`src/rtl/pill_pkg.sv`:
```
// Shared definitions for the pill tracker: record field positions, digit limit and state encodings.
// Also holds the clamp helper that turns a raw interval nibble into a displayable digit.
package pill_pkg;

  localparam int PATIENT_MSB   = 27;
  localparam int PATIENT_LSB   = 24;
  localparam int PILL1_ID_MSB  = 23;
  localparam int PILL1_ID_LSB  = 20;
  localparam int PILL1_INT_MSB = 19;
  localparam int PILL1_INT_LSB = 16;
  localparam int PILL2_ID_MSB  = 15;
  localparam int PILL2_ID_LSB  = 12;
  localparam int PILL2_INT_MSB = 11;
  localparam int PILL2_INT_LSB = 8;
  localparam int PILL3_ID_MSB  = 7;
  localparam int PILL3_ID_LSB  = 4;
  localparam int PILL3_INT_MSB = 3;
  localparam int PILL3_INT_LSB = 0;

  localparam logic [3:0] DIGIT_MAX = 4'd9;

  typedef enum logic {
    IDLE = 1'b0,
    RUN  = 1'b1
  } state_t;

  // The LCD shows one decimal digit per pill, so longer intervals saturate at 9.
  function automatic logic [3:0] clamp_digit(input logic [3:0] v);
    return (v > DIGIT_MAX) ? DIGIT_MAX : v;
  endfunction

endpackage

```
`src/rtl/pill_duration_tracker_if.sv`:
```
// Record/control inputs and display/alert outputs of the pill tracker.
// The tracker takes the slave side; the ROM/button logic (or a bench) takes the master side.
interface pill_duration_tracker_if;
  logic [27:0] romContent;
  logic        load;
  logic [2:0]  ack;
  logic [11:0] pill12And3Duration;
  logic [2:0]  due;
  logic [2:0]  overdue;
  logic        alarm;
  logic        active;

  modport master (
    output romContent, load, ack,
    input  pill12And3Duration, due, overdue, alarm, active
  );

  modport slave (
    input  romContent, load, ack,
    output pill12And3Duration, due, overdue, alarm, active
  );
endinterface

```
`src/rtl/pill_timer.sv`:
```
// One pill's countdown: priority load > ack > unit tick; due on the 1->0 step, overdue after OVERDUE_UNITS more ticks.
// Zero interval disables the pill, since due is only raised by a 1->0 decrement.
module pill_timer
  import pill_pkg::*;
#(
  parameter int OVERDUE_UNITS = 5
) (
  input  logic       clk,
  input  logic       resetn,
  input  logic       load,
  input  logic [3:0] interval,
  input  logic       unit_tick,
  input  logic       ack,
  output logic [3:0] count,
  output logic       due,
  output logic       overdue
);

  localparam int OVW = $clog2(OVERDUE_UNITS + 1);

  logic [3:0]     r_reload;
  logic [3:0]     r_count;
  logic           r_due;
  logic           r_overdue;
  logic [OVW-1:0] r_ovc;

  always_ff @(posedge clk or negedge resetn) begin
    if (!resetn) begin
      r_reload  <= '0;
      r_count   <= '0;
      r_due     <= 1'b0;
      r_overdue <= 1'b0;
      r_ovc     <= '0;
    end else if (load) begin
      r_reload  <= clamp_digit(interval);
      r_count   <= clamp_digit(interval);
      r_due     <= 1'b0;
      r_overdue <= 1'b0;
      r_ovc     <= '0;
    end else if (ack && r_due) begin
      r_count   <= r_reload;
      r_due     <= 1'b0;
      r_overdue <= 1'b0;
      r_ovc     <= '0;
    end else if (unit_tick) begin
      if (r_due) begin
        if (r_ovc != OVW'(OVERDUE_UNITS))
          r_ovc <= r_ovc + OVW'(1);
        if (r_ovc == OVW'(OVERDUE_UNITS - 1))
          r_overdue <= 1'b1;
      end else if (r_count != 4'd0) begin
        r_count <= r_count - 4'd1;
        if (r_count == 4'd1)
          r_due <= 1'b1;
      end
    end
  end

  assign count   = r_count;
  assign due     = r_due;
  assign overdue = r_overdue;

endmodule

```
`src/rtl/pill_duration_tracker.sv`:
```
// Latches the patient record, runs the unit prescaler and three pill timers, and packs digits/flags for the LCD and buzzer.
// Load takes effect one edge after it is sampled; ack is only honoured while RUN.
module pill_duration_tracker
  import pill_pkg::*;
#(
  parameter int TICKS_PER_UNIT = 400,
  parameter int OVERDUE_UNITS  = 5
) (
  input  logic                    CLK_400Hz,
  input  logic                    resetn,
  pill_duration_tracker_if.slave  bus
);

  localparam int PW = $clog2(TICKS_PER_UNIT + 1);

  state_t        r_state;
  logic [PW-1:0] r_presc;
  logic          r_active;

  logic          w_run;
  logic          w_tick;
  logic [3:0]    w_interval [3];
  logic [3:0]    w_count    [3];
  logic [2:0]    w_due;
  logic [2:0]    w_overdue;

  assign w_run  = (r_state == RUN);
  assign w_tick = w_run && (r_presc == PW'(TICKS_PER_UNIT - 1));

  // Any load, including one that arrives in RUN, restarts the unit phase.
  always_ff @(posedge CLK_400Hz or negedge resetn) begin
    if (!resetn) begin
      r_state  <= IDLE;
      r_presc  <= '0;
      r_active <= 1'b0;
    end else begin
      case (r_state)
        IDLE: begin
          r_presc <= '0;
          if (bus.load) begin
            r_state  <= RUN;
            r_active <= 1'b1;
          end
        end
        RUN: begin
          if (bus.load || w_tick)
            r_presc <= '0;
          else
            r_presc <= r_presc + PW'(1);
        end
        default: r_state <= IDLE;
      endcase
    end
  end

  assign w_interval[0] = bus.romContent[PILL1_INT_MSB:PILL1_INT_LSB];
  assign w_interval[1] = bus.romContent[PILL2_INT_MSB:PILL2_INT_LSB];
  assign w_interval[2] = bus.romContent[PILL3_INT_MSB:PILL3_INT_LSB];

  for (genvar g = 0; g < 3; g++) begin : g_pill
    pill_timer #(
      .OVERDUE_UNITS (OVERDUE_UNITS)
    ) u_timer (
      .clk       (CLK_400Hz),
      .resetn    (resetn),
      .load      (bus.load),
      .interval  (w_interval[g]),
      .unit_tick (w_tick),
      .ack       (bus.ack[g] & w_run),
      .count     (w_count[g]),
      .due       (w_due[g]),
      .overdue   (w_overdue[g])
    );
  end

  assign bus.pill12And3Duration = {w_count[0], w_count[1], w_count[2]};
  assign bus.due                = w_due;
  assign bus.overdue            = w_overdue;
  // OR of the due flops, so alarm moves on exactly the same edge as due.
  assign bus.alarm              = |w_due;
  assign bus.active             = r_active;

endmodule

```
`src/flat_wrapper.sv`:
```
// flat-port wrapper written by rule: the top's interface ports become plain ports
module pill_duration_tracker_flat import pill_pkg::*;
#(
  parameter int TICKS_PER_UNIT = 400,
  parameter int OVERDUE_UNITS  = 5
)
  (CLK_400Hz, resetn, bus_romContent, bus_load, bus_ack, bus_pill12And3Duration, bus_due, bus_overdue, bus_alarm, bus_active);
  pill_duration_tracker_if bus_i ();
  input  logic CLK_400Hz;
  input  logic resetn;
  input wire logic [$bits(bus_i.romContent)-1:0] bus_romContent;
  input wire logic [$bits(bus_i.load)-1:0] bus_load;
  input wire logic [$bits(bus_i.ack)-1:0] bus_ack;
  output wire logic [$bits(bus_i.pill12And3Duration)-1:0] bus_pill12And3Duration;
  output wire logic [$bits(bus_i.due)-1:0] bus_due;
  output wire logic [$bits(bus_i.overdue)-1:0] bus_overdue;
  output wire logic [$bits(bus_i.alarm)-1:0] bus_alarm;
  output wire logic [$bits(bus_i.active)-1:0] bus_active;
  assign bus_i.romContent = bus_romContent;
  assign bus_i.load = bus_load;
  assign bus_i.ack = bus_ack;
  assign bus_pill12And3Duration = bus_i.pill12And3Duration;
  assign bus_due = bus_i.due;
  assign bus_overdue = bus_i.overdue;
  assign bus_alarm = bus_i.alarm;
  assign bus_active = bus_i.active;
  pill_duration_tracker #(.TICKS_PER_UNIT(TICKS_PER_UNIT), .OVERDUE_UNITS(OVERDUE_UNITS)) u_core (.CLK_400Hz(CLK_400Hz), .resetn(resetn), .bus(bus_i));
endmodule
```
`config.mk`:
```
export PLATFORM = sky130hd
export DESIGN_NAME = pill_duration_tracker_flat
export DESIGN_NICKNAME = d
export VERILOG_FILES = /design/src/rtl/pill_pkg.sv /design/src/rtl/pill_duration_tracker_if.sv /design/src/rtl/pill_timer.sv /design/src/rtl/pill_duration_tracker.sv /design/src/flat_wrapper.sv
export SDC_FILE = /design/constraint.sdc
export NUM_CORES = 1
export LEC_CHECK = 0
export ABC_CLOCK_PERIOD_IN_PS = 3400
export CAP_MARGIN = 30
export CORE_MARGIN = 2
export CORE_UTILIZATION = 56
export CTS_CLUSTER_DIAMETER = 80
export DETAILED_ROUTE_END_ITERATION = 8
export PLACE_DENSITY = 0.83
export SLEW_MARGIN = 40
export SYNTH_ARGS = -nofsm -noshare
export SYNTH_HDL_FRONTEND = slang
export SYNTH_SLANG_ARGS = --single-unit
```
`constraint.sdc`:
```
create_clock -name CLK_400Hz -period 3.4 [get_ports CLK_400Hz]
set_clock_uncertainty 0.1 [all_clocks]
set_input_delay 1.02 -clock CLK_400Hz [delete_from_list [all_inputs] [get_ports CLK_400Hz]]
set_output_delay 1.02 -clock CLK_400Hz [all_outputs]
set_load 0.02 [all_outputs]
```
Word-level counts from Yosys, hierarchy flattened
Cells that the tools add are included.
- register bits after elaboration: 50
- input port bits: 34
- output and inout bits: 20
- add/sub/neg operators: 7
- magnitude comparators: 3
- eq/ne operators: 13
- multiplexer cells: 70
- bitwise logic cells: 4
- reduce and logical (&&, ||, !) cells: 34
- operators by type and width (kind ; number):
    $mux W4 ; 18
    $mux W3 ; 15
    $reduce_bool A3 Y1 ; 15
    $mux W1 ; 35
    $reduce_and A3 Y1 ; 9
    $pmux W9 S2 ; 1
    $eq A4 B1 Y1 const B ; 3
    $gt A4 B4 Y1 const B ; 3
    $reduce_bool A4 Y1 ; 3
    $sub A4 B1 Y4 const B ; 3
    $add A3 B1 Y3 const B ; 3
    $add A9 B1 Y9 const B ; 1
    $eq A3 B3 Y1 const B ; 3
    $eq A9 B9 Y1 const B ; 1
    $mux W9 ; 1
    $ne A3 B2 Y1 const B ; 3
    $ne A3 B3 Y1 const B ; 3
    $logic_and A1 B1 Y1 ; 4
    $and A1 B1 Y1 ; 3
    $reduce_or A3 Y1 ; 1
    $reduce_and A2 Y1 ; 1
    $logic_or A1 B1 Y1 ; 1
    $not A1 Y1 ; 1

Logic depth before layout (Yosys ltp)
- word-level depth: 7
- mapped depth: 7

Cells and area by module
From an unflattened synthesis, not the netlist that was laid out.
- cells, all modules: 296
- area total of the unflattened synthesis: 2925.3 um^2
- modules (own cells, without submodules) (module ; times used ; cells an instance ; area an instance (um^2) ; seq. area each (um^2)):
    pill_timer ; 3 ; 80 ; 790.8 ; 325.3
    pill_duration_tracker ; 1 ; 56 ; 553.0 ; 275.3

Least setup slack after synthesis
Ideal clock, no wire load.
- path type: input -> register
- from: input bus_load
- to: register u_core.g_pill[2].u_timer.r_reload[3]
- setup time: 0.125 ns
- data arrival time: 2.168 ns
- required time: 3.175 ns
- setup slack: 1.007 ns
- cell stages on the path: 4
- cell sequence: clkbuf_1 clkbuf_1 clkbuf_1 mux2_2
- RTL lines (item ; RTL line ; RTL):
    start: declaration ; flat_wrapper.sv:12 ; input wire logic [$bits(bus_i.load)-1:0] bus_load;
    end signal: assignment ; pill_timer.sv:35 ; r_reload <= clamp_digit(interval);
    end: declaration ; pill_timer.sv:21 ; logic [3:0] r_reload;
No word-level cell between the ends.

Final worst setup path
- from: register u_core.g_pill[0].u_timer.r_due
- to: output bus_alarm
- word-level cells in the longest chain between the ends: 1
- ends and longest elaborated chain (item ; RTL line ; RTL):
    start: declaration ; pill_timer.sv:23 ; logic r_due;
    start signal: assignment ; pill_timer.sv:31 ; r_due <= 1'b0;
    start signal: assignment ; pill_timer.sv:37 ; r_due <= 1'b0;
    start signal: assignment ; pill_timer.sv:42 ; r_due <= 1'b0;
    $reduce_or A3 Y1 ; pill_duration_tracker.sv:80 ; assign bus.alarm = |w_due;
    end: declaration ; flat_wrapper.sv:17 ; output wire logic [$bits(bus_i.alarm)-1:0] bus_alarm;
No other way between the ends.

==> out/results.env <==
RESULT_OF_THE_RUN='complete, no violations'
FINAL_MAX_TRAN_VIOLS=0
OVERFLOW=0
CTS.PATH.MAX_BUFFERS=2
DRC=0
NETLIST_AREA_MM2=0.00279
ANTENNA_FOUND_INITIAL=0
GRT_PASS1_VIAS=2129
REGTOREGSETUPSLACK_NS=0.91
CRITPATHARRIVALTIME_NS=1.74
HOLD_PATH_END='u_core.r_presc[0]$_DFF_PN0_'
CTS-ROOT-BUF='clkbuf_8'
POSTSYNTH.TOPFLOPCELL='dfrtp_1'
SYNTH_SEQ_AREA_SHARE_PCT=44.9
CRIT_PATH_START_KIND='register'
MAX-VDD-IR-DROP_V=0.000205
ASYNCSETRESETFLOPFRACSYNTH_PCT=100
HOLD_DEPTH=1
DESIGN.FINAL.NETS=371
LAYOUT.CELLS.NON_FILLER=389
H-TREE-DEPTH=2
SLEW_HEADROOM_PCT=62.7
GR-USAGE-ALL-LAYERS_PCT=23.5
R2R_START='u_core.r_state$_DFF_PN0_'
NUM_ANTENNA_CELLS=0
NUMCTSBUFFERS=5
DETAILROUTE.VIA_COUNT=2176
TRITONCTS='built'
SYNTH-SEQ-CELLS=50
DRT_ITER0_MARKERS=94
CTS_RESIZED=0
POSTSYNTHNETCOUNT=339
NUMBER_OF_VIOLATIONS_OF_THE_MAX_CAPACITANCE_LIMIT=0
POSTSYNTHAREAPERCELL_UM2=9.65
FINALSETUPVIOLCOUNT=0
WORST_HOLD_STARTPOINT='u_core.r_presc[0]$_DFF_PN0_'
CORE_REGION_AREA_MM2=0.00475
R2R_END='u_core.g_pill[0].u_timer.count[1]$_DFFE_PN0P_'
LEAKAGE_POWER_nW=1.51
GRT_FIRST_PASS_WIRELENGTH_MM=9.85
FP.DIEW_UM=74.6
WORST_SETUP_HOLD_PATH_CLK_SLEW_NS=0.10
HPWLAFTERDP_MM=4.21
FP.DIEH_UM=74.6
FF2FF_PATH_DEPTH=5
CP_MAX_FO=7
TOTAL_DETAILED_ROUTING_WIRELENGTH_MM=5.72
DIE_AREA_MM2=0.00556
DRT_PRE_ANTENNA_ITERS=4
TIMING.HOLD.WORST.CLASS='register to register'
GRT_START_MAX_NET_PINS=27
CTS_POST_SETUP_BUFFERS_INSERTED=0
YS_WARN_COUNT=0
SYNTH_CELL_TYPE_COUNT=46
SYNTH-EDFF-COUNT=0
ROUTED_LEN_INST_UM=14.7
SYN_TO_FINAL_GROWTH_PCT=18.4
FMAX_MHz=349
PERIOD_NEEDED_NS=2.86
FINAL.PERIOD_UTILIZATION_PCT=84.3
LAYOUT.CELLS.MOST_COMMON_LIST='dfrtp_1 (50), clkdlybuf4s50_1 (36), nor2_1 (34), inv_1 (26), a21oi_1 (18)'
TIMING_WORST_SLEW_PIN_VALUE_NS=0.559
SETUP.WORST_PATH.CLASS='register to primary output'
ROW_COUNT=25
DESIGN.PORTCOUNT=54
DP.CELLS=381
SYNTHCELLS=289
SETUP_REPAIR_AFTER_GLOBAL_ROUTING_MISSED_ITS_MARGIN='no'
PORT_BUFFERS=37
FIN_SETUP_TNS_NS=0
PLACE.GP.CONGESTION=0.858
WORST_SKEW_PAIR.LATE_LATENCY_NS=0.31
VIASPERCELL=5.59
LAYOUT.CELLS.MOST_COMMON='dfrtp_1'
DRIVE_GT1_SHARE_PCT=8.70
CP.REQUIRED_NS=2.28
POWER.DENSITY_mW_PER_MM2=417
INITIAL_STANDARD_CELL_UTILIZATION_OF_THE_CORE_PCT=58.6
FINAL_ANTENNA_VIOLATING_NET_COUNT=0
FINAL-HOLD-VIOLATION-COUNT=0
POSTCTSHOLDBUFS=0
CLOCK_SINK_COUNT=50
TIMING.CRITICAL_PATH.TO_TYPE='primary output'
## routing by layer
layer | up-vias | share of wire, % | global-route usage, % | wire [um]
met2 | 50 | 50 | 38.9 | 2840
met3 | 7 | 4.4 | 3.12 | 254
met5 | - | 0 | 0 | 0
met1 | 1062 | 45 | 32.0 | 2560
met4 | 0 | 1.3 | 7.94 | 76
li1 | 1057 | - | - | -
## flip-flops by register name, summed over array words and instances (netlist names)
signal / cells
u_core.g_pill.u_timer.count: 12
u_core.bus.active: 1
u_core.g_pill.u_timer.r_reload: 12
u_core.r_state: 1
u_core.g_pill.u_timer.r_ovc: 9
u_core.r_presc: 9
u_core.g_pill.u_timer.due: 3
u_core.g_pill.u_timer.overdue: 3
## Yosys cell counts, drive strengths merged, types with 3 or more instances
library cell	count	share of area (%)
inv	26	3.5
nand3	7	1.3
nand2	7	0.94
buf	9	2.3
nor2	35	4.8
and3	7	1.6
a21o	6	1.6
o21ai	16	3.0
or3	3	0.67
o21a	6	1.6
nand3b	3	0.81
a211oi	5	1.8
mux2	7	3.2
xor2	3	0.94
nand2b	6	1.3
a41oi	5	1.6
dfrtp	50	45
ha	16	7.2
xnor2	10	3.1
or2	4	0.90
a21oi	18	3.2
mux2i	4	1.4
nor3	9	1.6
clkbuf	8	1.1
## worst max-delay path, stage by stage, from the launching register on
cell             delay (ns)
dfrtp_1                0.48
or3_1                  0.41
clkdlybuf4s50_1        0.55
## cell type report
cell class                      count  area (um^2)
Clock buffer                        5         68.8
Clock inverter                      3         40.0
Fill cell                         380         1450
Inverter                           26         97.6
Multi-Input combinational cell    196         1340
Sequential cell                    50         1250
Tap cell                           67         83.8
Timing Repair Buffer               42          415
## power breakdown
part | internal, W | switching (W)
combinational | 0.000140 | 0.000144
clock | 0.000217 | 0.000204
sequential | 0.000635 | 0.0000386
## per-stage QoR
step / setup slack [ns] / util [%] / power, W / hold slack, ns / instance area, um^2
3_3_place_gp: 0.481 / 67.1 / 0.000962 / 0.345 / 3190
4_1_cts: 0.539 / 69.4 / 0.00138 / 0.366 / 3300
6_report: 0.535 / 69.4 / 0.00138 / 0.361 / 3300
5_1_grt: 0.482 / 69.4 / 0.00145 / 0.412 / 3300
2_1_floorplan: 1.01 / - / 0.000847 / 0.333 / 2790
3_5_place_dp: 0.445 / 67.1 / 0.000970 / 0.348 / 3190
## cell families (layout without fill, tap and decap cells)
family | after synthesis | after routing | share of synthesized area [%]
AO/OA/AOI/OAI | 70 | 70 | 17.0
XOR/XNOR | 13 | 13 | 4.08
adder cells (fa/ha/maj) | 16 | 16 | 7.18
buffers and inverters | 43 | 76 | 6.91
flip-flops | 50 | 50 | 44.9
multiplexers | 11 | 11 | 4.67
AND/OR/NAND/NOR | 86 | 86 | 15.3
## worst max-delay path by stage
stage / start / endpoint / cells after the start
finish: u_core.g_pill[0].u_timer.due$_DFFE_PN0P_ / bus_alarm / 2
global route: u_core.g_pill[0].u_timer.due$_DFFE_PN0P_ / bus_alarm / 2
CTS: u_core.g_pill[0].u_timer.due$_DFFE_PN0P_ / bus_alarm / 2
detailed placement: bus_load / u_core.g_pill[2].u_timer.count[3]$_DFFE_PN0P_ / 5
global placement: bus_load / u_core.g_pill[2].u_timer.count[3]$_DFFE_PN0P_ / 5
floorplan: bus_load / u_core.g_pill[2].u_timer.r_reload[3]$_DFFE_PN0P_ / 4
(Power assumes the default switching activity.)
